**src/rtl/bcd_axis_scheduler_pkg.sv**
```systemverilog
// Shared constants, encodings and helpers for the gyro-axis BCD scheduler.
// The converter is built for 16-bit magnitudes and a 5-digit result only.
package bcd_axis_scheduler_pkg;

    localparam int DATA_W = 16;
    localparam int BCD_W  = 20;
    localparam int SR_W   = DATA_W + BCD_W;
    localparam int CNT_W  = 4;
    localparam int DIGITS = BCD_W / 4;

    typedef enum logic [1:0] {
        AX_X    = 2'd0,
        AX_Y    = 2'd1,
        AX_Z    = 2'd2,
        AX_NONE = 2'd3
    } axis_t;

    typedef enum logic [1:0] {
        ST_IDLE  = 2'd0,
        ST_SHIFT = 2'd1,
        ST_STORE = 2'd2
    } state_t;

    // Round-robin choice: first pending axis after 'last' in X->Y->Z order,
    // AX_NONE when nothing is pending.
    function automatic axis_t rr_pick(input logic [2:0] pend, input axis_t last);
        axis_t c0;
        axis_t c1;
        axis_t c2;
        axis_t pick;
        case (last)
            AX_X:    begin c0 = AX_Y; c1 = AX_Z; c2 = AX_X; end
            AX_Y:    begin c0 = AX_Z; c1 = AX_X; c2 = AX_Y; end
            default: begin c0 = AX_X; c1 = AX_Y; c2 = AX_Z; end
        endcase
        if (pend[c0[1:0]])
            pick = c0;
        else if (pend[c1[1:0]])
            pick = c1;
        else if (pend[c2[1:0]])
            pick = c2;
        else
            pick = AX_NONE;
        return pick;
    endfunction

    // One double-dabble step: add 3 to every BCD nibble >= 5, then shift left.
    function automatic logic [SR_W-1:0] dd_step(input logic [SR_W-1:0] sr);
        logic [SR_W-1:0] t;
        t = sr;
        for (int i = 0; i < DIGITS; i++) begin
            if (t[DATA_W + 4*i +: 4] >= 4'd5)
                t[DATA_W + 4*i +: 4] = t[DATA_W + 4*i +: 4] + 4'd3;
        end
        return {t[SR_W-2:0], 1'b0};
    endfunction

endpackage

```
**src/rtl/bcd_serial_converter.sv**
```systemverilog
// Iterative shift-add-3 binary-to-BCD converter: one shift per clock,
// 16 shifts per conversion. 'start' loads the operand; 'done' is high in the
// cycle whose edge performs the final shift, so 'bcd' is final in the cycle
// after 'done' and holds until the next 'start'.
module bcd_serial_converter
    import bcd_axis_scheduler_pkg::*;
(
    input  logic              clk,
    input  logic              rst,
    input  logic              start,
    input  logic [DATA_W-1:0] bin,
    output logic [BCD_W-1:0]  bcd,
    output logic              done
);

    logic [SR_W-1:0]  sr;
    logic [CNT_W-1:0] cnt;
    logic             run;

    // Load on start, then adjust-and-shift until the 16th shift.
    always_ff @(posedge clk or negedge rst) begin
        if (!rst) begin
            sr  <= '0;
            cnt <= '0;
            run <= 1'b0;
        end else if (start) begin
            sr  <= {{BCD_W{1'b0}}, bin};
            cnt <= '0;
            run <= 1'b1;
        end else if (run) begin
            sr  <= dd_step(sr);
            cnt <= cnt + 4'd1;
            if (cnt == 4'd15)
                run <= 1'b0;
        end
    end

    assign bcd  = sr[SR_W-1:DATA_W];
    assign done = run && (cnt == 4'd15);

endmodule

```
**src/rtl/bcd_axis_scheduler.sv**
```systemverilog
// Shares one serial binary-to-BCD converter among the x/y/z gyro axes.
// Protocol: a single-cycle *_req marks its axis pending (repeats coalesce);
// the scheduler grants pending axes round-robin, samples that axis's data at
// the grant edge, and pulses *_done for one cycle when its BCD register
// updates. Digits D0..D4 show the register chosen by sel (3 = blank).
module bcd_axis_scheduler
    import bcd_axis_scheduler_pkg::*;
(
    input  logic              clk,
    input  logic              rst,
    input  logic [DATA_W-1:0] x_data,
    input  logic [DATA_W-1:0] y_data,
    input  logic [DATA_W-1:0] z_data,
    input  logic              x_req,
    input  logic              y_req,
    input  logic              z_req,
    input  logic [1:0]        sel,
    output logic              busy,
    output logic              x_done,
    output logic              y_done,
    output logic              z_done,
    output logic [3:0]        D0,
    output logic [3:0]        D1,
    output logic [3:0]        D2,
    output logic [3:0]        D3,
    output logic [3:0]        D4
);

    state_t            state;
    axis_t             grant;
    axis_t             last;
    axis_t             pick;
    logic [2:0]        pend;
    logic [2:0]        req_vec;
    logic [2:0]        clr_vec;
    logic              start;
    logic [DATA_W-1:0] conv_bin;
    logic [BCD_W-1:0]  conv_bcd;
    logic              conv_done;
    logic [BCD_W-1:0]  x_bcd;
    logic [BCD_W-1:0]  y_bcd;
    logic [BCD_W-1:0]  z_bcd;
    logic [BCD_W-1:0]  disp;

    assign req_vec = {z_req, y_req, x_req};
    assign pick    = rr_pick(pend, last);
    assign start   = (state == ST_IDLE) && (pick != AX_NONE);
    assign clr_vec = start ? (3'b001 << pick) : 3'b000;
    assign busy    = (state != ST_IDLE);

    // Operand for the converter comes from the axis being granted this cycle.
    always_comb begin
        conv_bin = '0;
        case (pick)
            AX_X:    conv_bin = x_data;
            AX_Y:    conv_bin = y_data;
            AX_Z:    conv_bin = z_data;
            default: conv_bin = '0;
        endcase
    end

    // Pending flags: a new req wins over a same-edge grant clear.
    always_ff @(posedge clk or negedge rst) begin
        if (!rst)
            pend <= 3'b000;
        else
            pend <= (pend & ~clr_vec) | req_vec;
    end

    // Scheduler FSM: grant, wait out the shifts, store and pulse done.
    always_ff @(posedge clk or negedge rst) begin
        if (!rst) begin
            state  <= ST_IDLE;
            grant  <= AX_X;
            last   <= AX_Z;
            x_bcd  <= '0;
            y_bcd  <= '0;
            z_bcd  <= '0;
            x_done <= 1'b0;
            y_done <= 1'b0;
            z_done <= 1'b0;
        end else begin
            x_done <= 1'b0;
            y_done <= 1'b0;
            z_done <= 1'b0;
            case (state)
                ST_IDLE: begin
                    if (start) begin
                        grant <= pick;
                        last  <= pick;
                        state <= ST_SHIFT;
                    end
                end
                ST_SHIFT: begin
                    if (conv_done)
                        state <= ST_STORE;
                end
                ST_STORE: begin
                    case (grant)
                        AX_X: begin x_bcd <= conv_bcd; x_done <= 1'b1; end
                        AX_Y: begin y_bcd <= conv_bcd; y_done <= 1'b1; end
                        AX_Z: begin z_bcd <= conv_bcd; z_done <= 1'b1; end
                        default: ;
                    endcase
                    state <= ST_IDLE;
                end
                default: state <= ST_IDLE;
            endcase
        end
    end

    bcd_serial_converter u_conv (
        .clk   (clk),
        .rst   (rst),
        .start (start),
        .bin   (conv_bin),
        .bcd   (conv_bcd),
        .done  (conv_done)
    );

    // Display mux; result registers only change in STORE, so no partial digits.
    always_comb begin
        disp = '0;
        case (sel)
            2'd0:    disp = x_bcd;
            2'd1:    disp = y_bcd;
            2'd2:    disp = z_bcd;
            default: disp = '0;
        endcase
    end

    assign D0 = disp[19:16];
    assign D1 = disp[15:12];
    assign D2 = disp[11:8];
    assign D3 = disp[7:4];
    assign D4 = disp[3:0];

endmodule

```
**config.mk**
```make
export PLATFORM = sky130hd
export DESIGN_NAME = bcd_axis_scheduler
export DESIGN_NICKNAME = d
export VERILOG_FILES = /design/src/rtl/bcd_axis_scheduler_pkg.sv /design/src/rtl/bcd_serial_converter.sv /design/src/rtl/bcd_axis_scheduler.sv
export SDC_FILE = /design/constraint.sdc
export NUM_CORES = 1
export LEC_CHECK = 0
export CORE_AREA = 8 8 145 113
export CTS_CLUSTER_DIAMETER = 50
export DETAILED_ROUTE_END_ITERATION = 16
export DIE_AREA = 0 0 153 121
export GPL_TIMING_DRIVEN = 0
export PLACE_DENSITY = 0.61
export SLEW_MARGIN = 20
export SYNTH_ARGS = -nofsm -noshare
export SYNTH_HDL_FRONTEND = slang
export SYNTH_SLANG_ARGS = --single-unit
```
**constraint.sdc**
```tcl
create_clock -name clk -period 2.8 [get_ports clk]
set_input_delay 0.56 -clock clk [delete_from_list [all_inputs] [get_ports clk]]
set_output_delay 0.56 -clock clk [all_outputs]
set_load 0.01 [all_outputs]
```
; Yosys cells after proc, flatten, opt, wreduce, memory -nomap -nowiden
; Index checks and enable logic that the tools add are counted.
[totals]
reg_bits = 113
out_inout_bits = 24
[op_classes]
mux = 36
shift = 1
n_lt_le_gt_ge = 8
n_eq_ne = 13
n_addsub = 6
reduce_logical = 14
bitwise_logic = 3
[op_table]
columns = op, n
row1 = 36-bit two-way mux, 2
row2 = 20-bit one-hot mux with 3 select lines, 1
row3 = 16-bit one-hot mux with 3 select lines, 1
row4 = 4-bit two-way mux, 6
row5 = "4-bit by 3-bit greater-or-equal comparator with 1-bit output, second input constant", 5
row6 = "4-bit by 2-bit adder with 4-bit output, second input constant", 4
row7 = 2-bit one-hot mux with 2 select lines, 4
row8 = 1-bit two-way mux, 12
row9 = "2-bit by 1-bit equality test with 1-bit output, second input constant", 5
row10 = 2-bit logical NOT, 5
row11 = 2-bit two-way mux, 5
row12 = 2-bit AND reduction, 5
row13 = "2-bit by 3-bit less-than comparator with 1-bit output, second input constant", 3
row14 = "2-bit equality test, second input constant", 4
row15 = 1-bit binary-select mux with 2-bit select, 3
row16 = 3-bit two-way mux, 2
row17 = "2-bit inequality test, second input constant", 3
row18 = "4-bit by 1-bit adder with 4-bit output, second input constant", 1
row19 = "4-bit equality test, second input constant", 1
row20 = 2-bit nonzero test, 2
row21 = "3-bit by 2-bit adder with 3-bit output, second input constant", 1
row22 = 3-bit bitwise AND, 1
row23 = 3-bit inverter, 1
row24 = 3-bit OR, 1
row25 = other kinds (2), 3

; Logic depth before layout (Yosys ltp)
[logic_depth]
ltp_word = 13
mapped_depth = 6

; By module
; A second synthesis with hierarchy kept.
[hier_totals]
cells_unflattened = 521
area_unflattened_um2 = 5865.6
[by_module_without_submodules]
columns = mod, area_each_um2, cells_per_inst, n_inst, seq_area_each_um2
row1 = bcd_axis_scheduler, 3489.6, 272, 1, 1778.0
row2 = bcd_serial_converter, 2376.0, 249, 1, 1026.0

; Worst setup path after synthesis
; Ideal clock, no wire load.
[synth_timing]
kind = input-to-output
from = input sel[0]
to = output D0[0]
n_path_buf = 1
path_slack_ps = 1063
path_stages = 3
arrival_time_ps = 1177
t_required_ps = 2240
path_cell_list = buf_2 mux2i_1 o21ai_0
[synth_via]
elab_chain_cells = 2
[synth_rtl]
columns = item, line
row1 = start: declaration, bcd_axis_scheduler.sv:17  ; input logic [1:0] sel,
row2 = "2-bit equality test, or another cell as far along", bcd_axis_scheduler.sv:124  ; case (sel)
row3 = 20-bit one-hot mux with 3 select lines (*), bcd_axis_scheduler.sv:124
row4 = end: declaration, bcd_axis_scheduler.sv:22  ; output logic [3:0] D0,
; Mark *: on every way between the ends. The rest lies on a longest branch, timed or not.

; Final worst setup path
[layout_timing]
from = input sel[1]
to = output D4[1]
[layout_via]
elab_chain_cells = 2
[layout_rtl]
columns = item, line
row1 = "2-bit equality test, or another cell as far along", bcd_axis_scheduler.sv:124
row2 = 20-bit one-hot mux with 3 select lines (*), bcd_axis_scheduler.sv:124
row3 = end: declaration, bcd_axis_scheduler.sv:26  ; output logic [3:0] D4
; Marked as above.

==> flow_metrics.env <==
export IMPL_crit_path_cell_trace="clkdlybuf4s50_1 > nor2b_2 > buf_6 > nand2_1 > o21ai_0 > clkdlybuf4s50_1"
export IMPL_clock_latency_ns=0.36
export IMPL_cts_tree="done"
export IMPL_fin_area_um2=6930
export IMPL_cp_data_required_time_ns=2.24
export IMPL_slowest_delay_ns=0.58
export IMPL_netlist_instances=482
export IMPL_grt_usage=0.160
export IMPL_grt_pass1_vias=4265
export IMPL_synth_distinct_cells=42
export IMPL_io_pins=79
export IMPL_drcViolationCount=0
export IMPL_reg2reg_slack_ns=0.77
export IMPL_core_area_um2=14100
export IMPL_wl_um=14500
export IMPL_reg2reg_depth=4
export IMPL_critPathLaunchType="primary input"
export IMPL_postCtsSetupRepairBufs=0
export IMPL_arrival_ns=2.17
export IMPL_cts_resized_gates=9
export IMPL_port_buffers=78
export IMPL_worstReg2RegStart="u_conv.run"
export IMPL_cap_viol_max_count=0
export IMPL_avgSynthCellArea_um2=11.4
export IMPL_n_antenna_cell=0
export IMPL_placed_area_um2=6530
export IMPL_tns_ns=0
export IMPL_vias_per_cell=5.48
export IMPL_report_final_slew_viol_count=0
export IMPL_setup_violations_final=0
export IMPL_finClkSkew_ns=0.00889
export IMPL_gp_congestion=0.801
export IMPL_htreeDepth=3
export IMPL_fmax_mhz=367
export IMPL_drive_above_1_share=0.198
export IMPL_grt_overflow_total=0
export IMPL_end_kind="primary output"
export IMPL_rows=38
export IMPL_die_h_um=121
export IMPL_dieArea_um2=18500
export IMPL_final_cells=757
export IMPL_worst_r2r_endpoint="u_conv.sr[21]"
export IMPL_slew_headroom=0.610
export IMPL_post_route_period_util=0.974
export IMPL_hpwl_um=10300
export IMPL_post_route_min_period_ns=2.73
export IMPL_critPathTopFamily="buffers and inverters"
export IMPL_crit_type="primary input to primary output"
export IMPL_nNetsFinal=638
export IMPL_dp_cells=741
export IMPL_utilization=0.491
export IMPL_grt_pass1_wl_um=23400
export IMPL_cts_root_buf="clkbuf_16"
export IMPL_ant_nets=0
export IMPL_area_growth_pct=26.1
export IMPL_ctsHoldBuffers=0
export IMPL_antenna_found_initial=0
export IMPL_cts_buffers=9
export IMPL_vdd_ir_drop_max_v=0.000393
export IMPL_dr_total_vias=4147
export IMPL_post_drt_wl_per_cell_um=19.2
export IMPL_hold_viol=0
export IMPL_ys_seq_area_frac=0.510
export IMPL_syn_nets=548
export IMPL_cts_sinks=112
export IMPL_p_per_area_nw_per_um2=840
export IMPL_crit_fanout=10
export IMPL_cp_slowest_cell="clkdlybuf4s50_1"
export IMPL_cp_num_buf_inv=3
export IMPL_ys_warnings_count=0
export IMPL_worst_pin_slew_ns=0.586
export IMPL_initial_core_util=0.389
export IMPL_grt_max_degree=58
export IMPL_syn_area_um2=5490
export IMPL_ys_ff_latch=112
export IMPL_run_status="completed"
export IMPL_dr_pass1_iters=5
export IMPL_power_w=0.00582
export IMPL_p_leak_nw=3.21
export IMPL_drtIter0Drc=206
export IMPL_fillers=1273
export IMPL_cp_common_cell="clkdlybuf4s50_1"
export IMPL_worst_hold_path_type="primary input to async pin"
export IMPL_clk_pin_slew_ns=0.07
export IMPL_die_w_um=153
export IMPL_cts_buffer_depth=2
-- synthesized netlist by cell type --
cell	n	area (um^2)
a21o_1	3	22.5
or3b_2	4	35.0
a31oi_1	4	25.0
and4_1	1	8.76
o2bb2ai_2	1	15.0
o21a_1	1	7.51
nor4b_2	2	30.0
nand3b_1	1	7.51
and4bb_2	1	12.5
o211ai_1	1	7.51
o21ai_0	36	180
a211oi_1	19	143
xnor2_1	6	52.6
o2bb2ai_1	14	123
dfrtp_1	111	2780
or3_4	1	11.3
inv_1	12	45.0
buf_6	1	11.3
buf_4	1	7.51
or3_1	5	31.3
nand2b_1	11	68.8
and2_4	1	8.76
nand4_1	1	6.26
buf_2	17	85.1
nor3b_1	4	30.0
nor2_1	13	48.8
nand2_1	37	139
and2_0	1	6.26
xor2_1	2	17.5
a21oi_1	15	75.1
ha_1	11	138
nand3_1	10	50.1
clkbuf_1	12	45.0
a222oi_1	2	20.0
mux2_2	61	687
a221oi_1	14	123
dfstp_2	1	26.3
a22o_1	2	17.5
nor2b_1	18	113
mux2i_1	22	220
o31ai_1	1	7.51
and3b_1	1	8.76
-- final cells by class --
class / instances / area (um^2) / area share
Clock buffer: 11 / 253 / 0.0365
Inverter: 12 / 45.0 / 0.00650
Sequential cell: 112 / 2800 / 0.405
Timing Repair Buffer: 79 / 831 / 0.120
Buffer: 31 / 186 / 0.0269
Clock inverter: 5 / 85.1 / 0.0123
Tap cell: 180 / 225 / 0.0325
Multi-Input combinational cell: 327 / 2500 / 0.361
-- worst max-delay path by stage --
stage / slack [ns] / from / to / depth (start not counted)
after floorplan: 1.06 / sel[0] / D0[0] / 3
after global placement: -3.15 / rst / y_done / 1
after detailed placement: -0.35 / sel[1] / D2[0] / 6
after CTS: -0.03 / sel[0] / D1[1] / 5
after global routing: -0.007 / sel[1] / D2[2] / 6
final: 0.07 / sel[1] / D4[1] / 6
-- sequential cells by signal (all words and copies together) (netlist names) --
name	count
y_bcd	20
y_done	1
z_bcd	20
u_conv.run	1
x_done	1
last	1
x_bcd	20
pend	3
grant	2
u_conv.cnt	4
u_conv.sr	36
state	2
z_done	1
-- logic make-up after synthesis --
| logic type | Yosys count | share of synthesized area |
|---|---|---|
| buffers and inverters | 43 | 0.0353 |
| multiplexers | 83 | 0.165 |
| flip-flops | 112 | 0.510 |
| adder cells (fa/ha/maj) | 11 | 0.0251 |
| XOR/XNOR | 8 | 0.0128 |
| AND/OR/NAND/NOR | 112 | 0.112 |
| AO/OA/AOI/OAI | 113 | 0.139 |
-- worst reg2reg max path, delay by kind of cell, from the launching register on --
kind	cells	cell delay, ns
buf+inv	2	0.95
simple gates	1	0.34
flops	1	0.39
compound gates	1	0.27
-- layout by cell type (no fill, tap or decap), types with 2 or more instances in the layout --
cell	count
xnor2_1	6
nand3_1	10
dlymetal6s2s_1	9
nand2b_1	11
buf_2	15
bufinv_16	2
nand2_1	37
buf_8	2
a222oi_1	2
mux2_2	61
a211oi_1	19
a221oi_1	14
o2bb2ai_1	14
nor3b_1	4
clkdlybuf4s50_1	67
nor2_1	13
mux2i_1	22
buf_6	4
clkbuf_2	2
inv_6	2
nor4b_2	2
a31oi_1	4
clkbuf_8	2
o21ai_0	35
a21oi_1	15
clkbuf_1	8
nor2b_1	17
inv_1	12
a22o_1	2
or3b_2	4
ha_1	11
dfrtp_1	111
or3_1	5
a21o_1	3
xor2_1	2
clkbuf_16	9
-- per-stage QoR --
stage,worst slack (ns),hold WS [ns]
3_3_place_gp,-3.15,0.468
2_1_floorplan,1.06,0.264
5_1_grt,-0.00704,0.204
3_5_place_dp,-0.351,0.486
6_report,0.0716,0.172
4_1_cts,-0.0264,0.193
-- per-layer routing --
metal / global-route usage / up-vias / wire length, um / part of all wire
met5: 0 / - / 0 / 0
met4: 0.0271 / 0 / 110 / 0.0076
li1: - / 1915 / - / -
met3: 0.0452 / 12 / 593 / 0.041
met2: 0.264 / 71 / 6990 / 0.48
met1: 0.208 / 2149 / 6810 / 0.47
-- power by group --
part           internal [W]  switching [W]  total, W
Sequential          0.00198       0.000382   0.00236
Clock              0.000841       0.000613   0.00145
Combinational      0.000889        0.00111   0.00200
(Power assumes the default switching activity.)
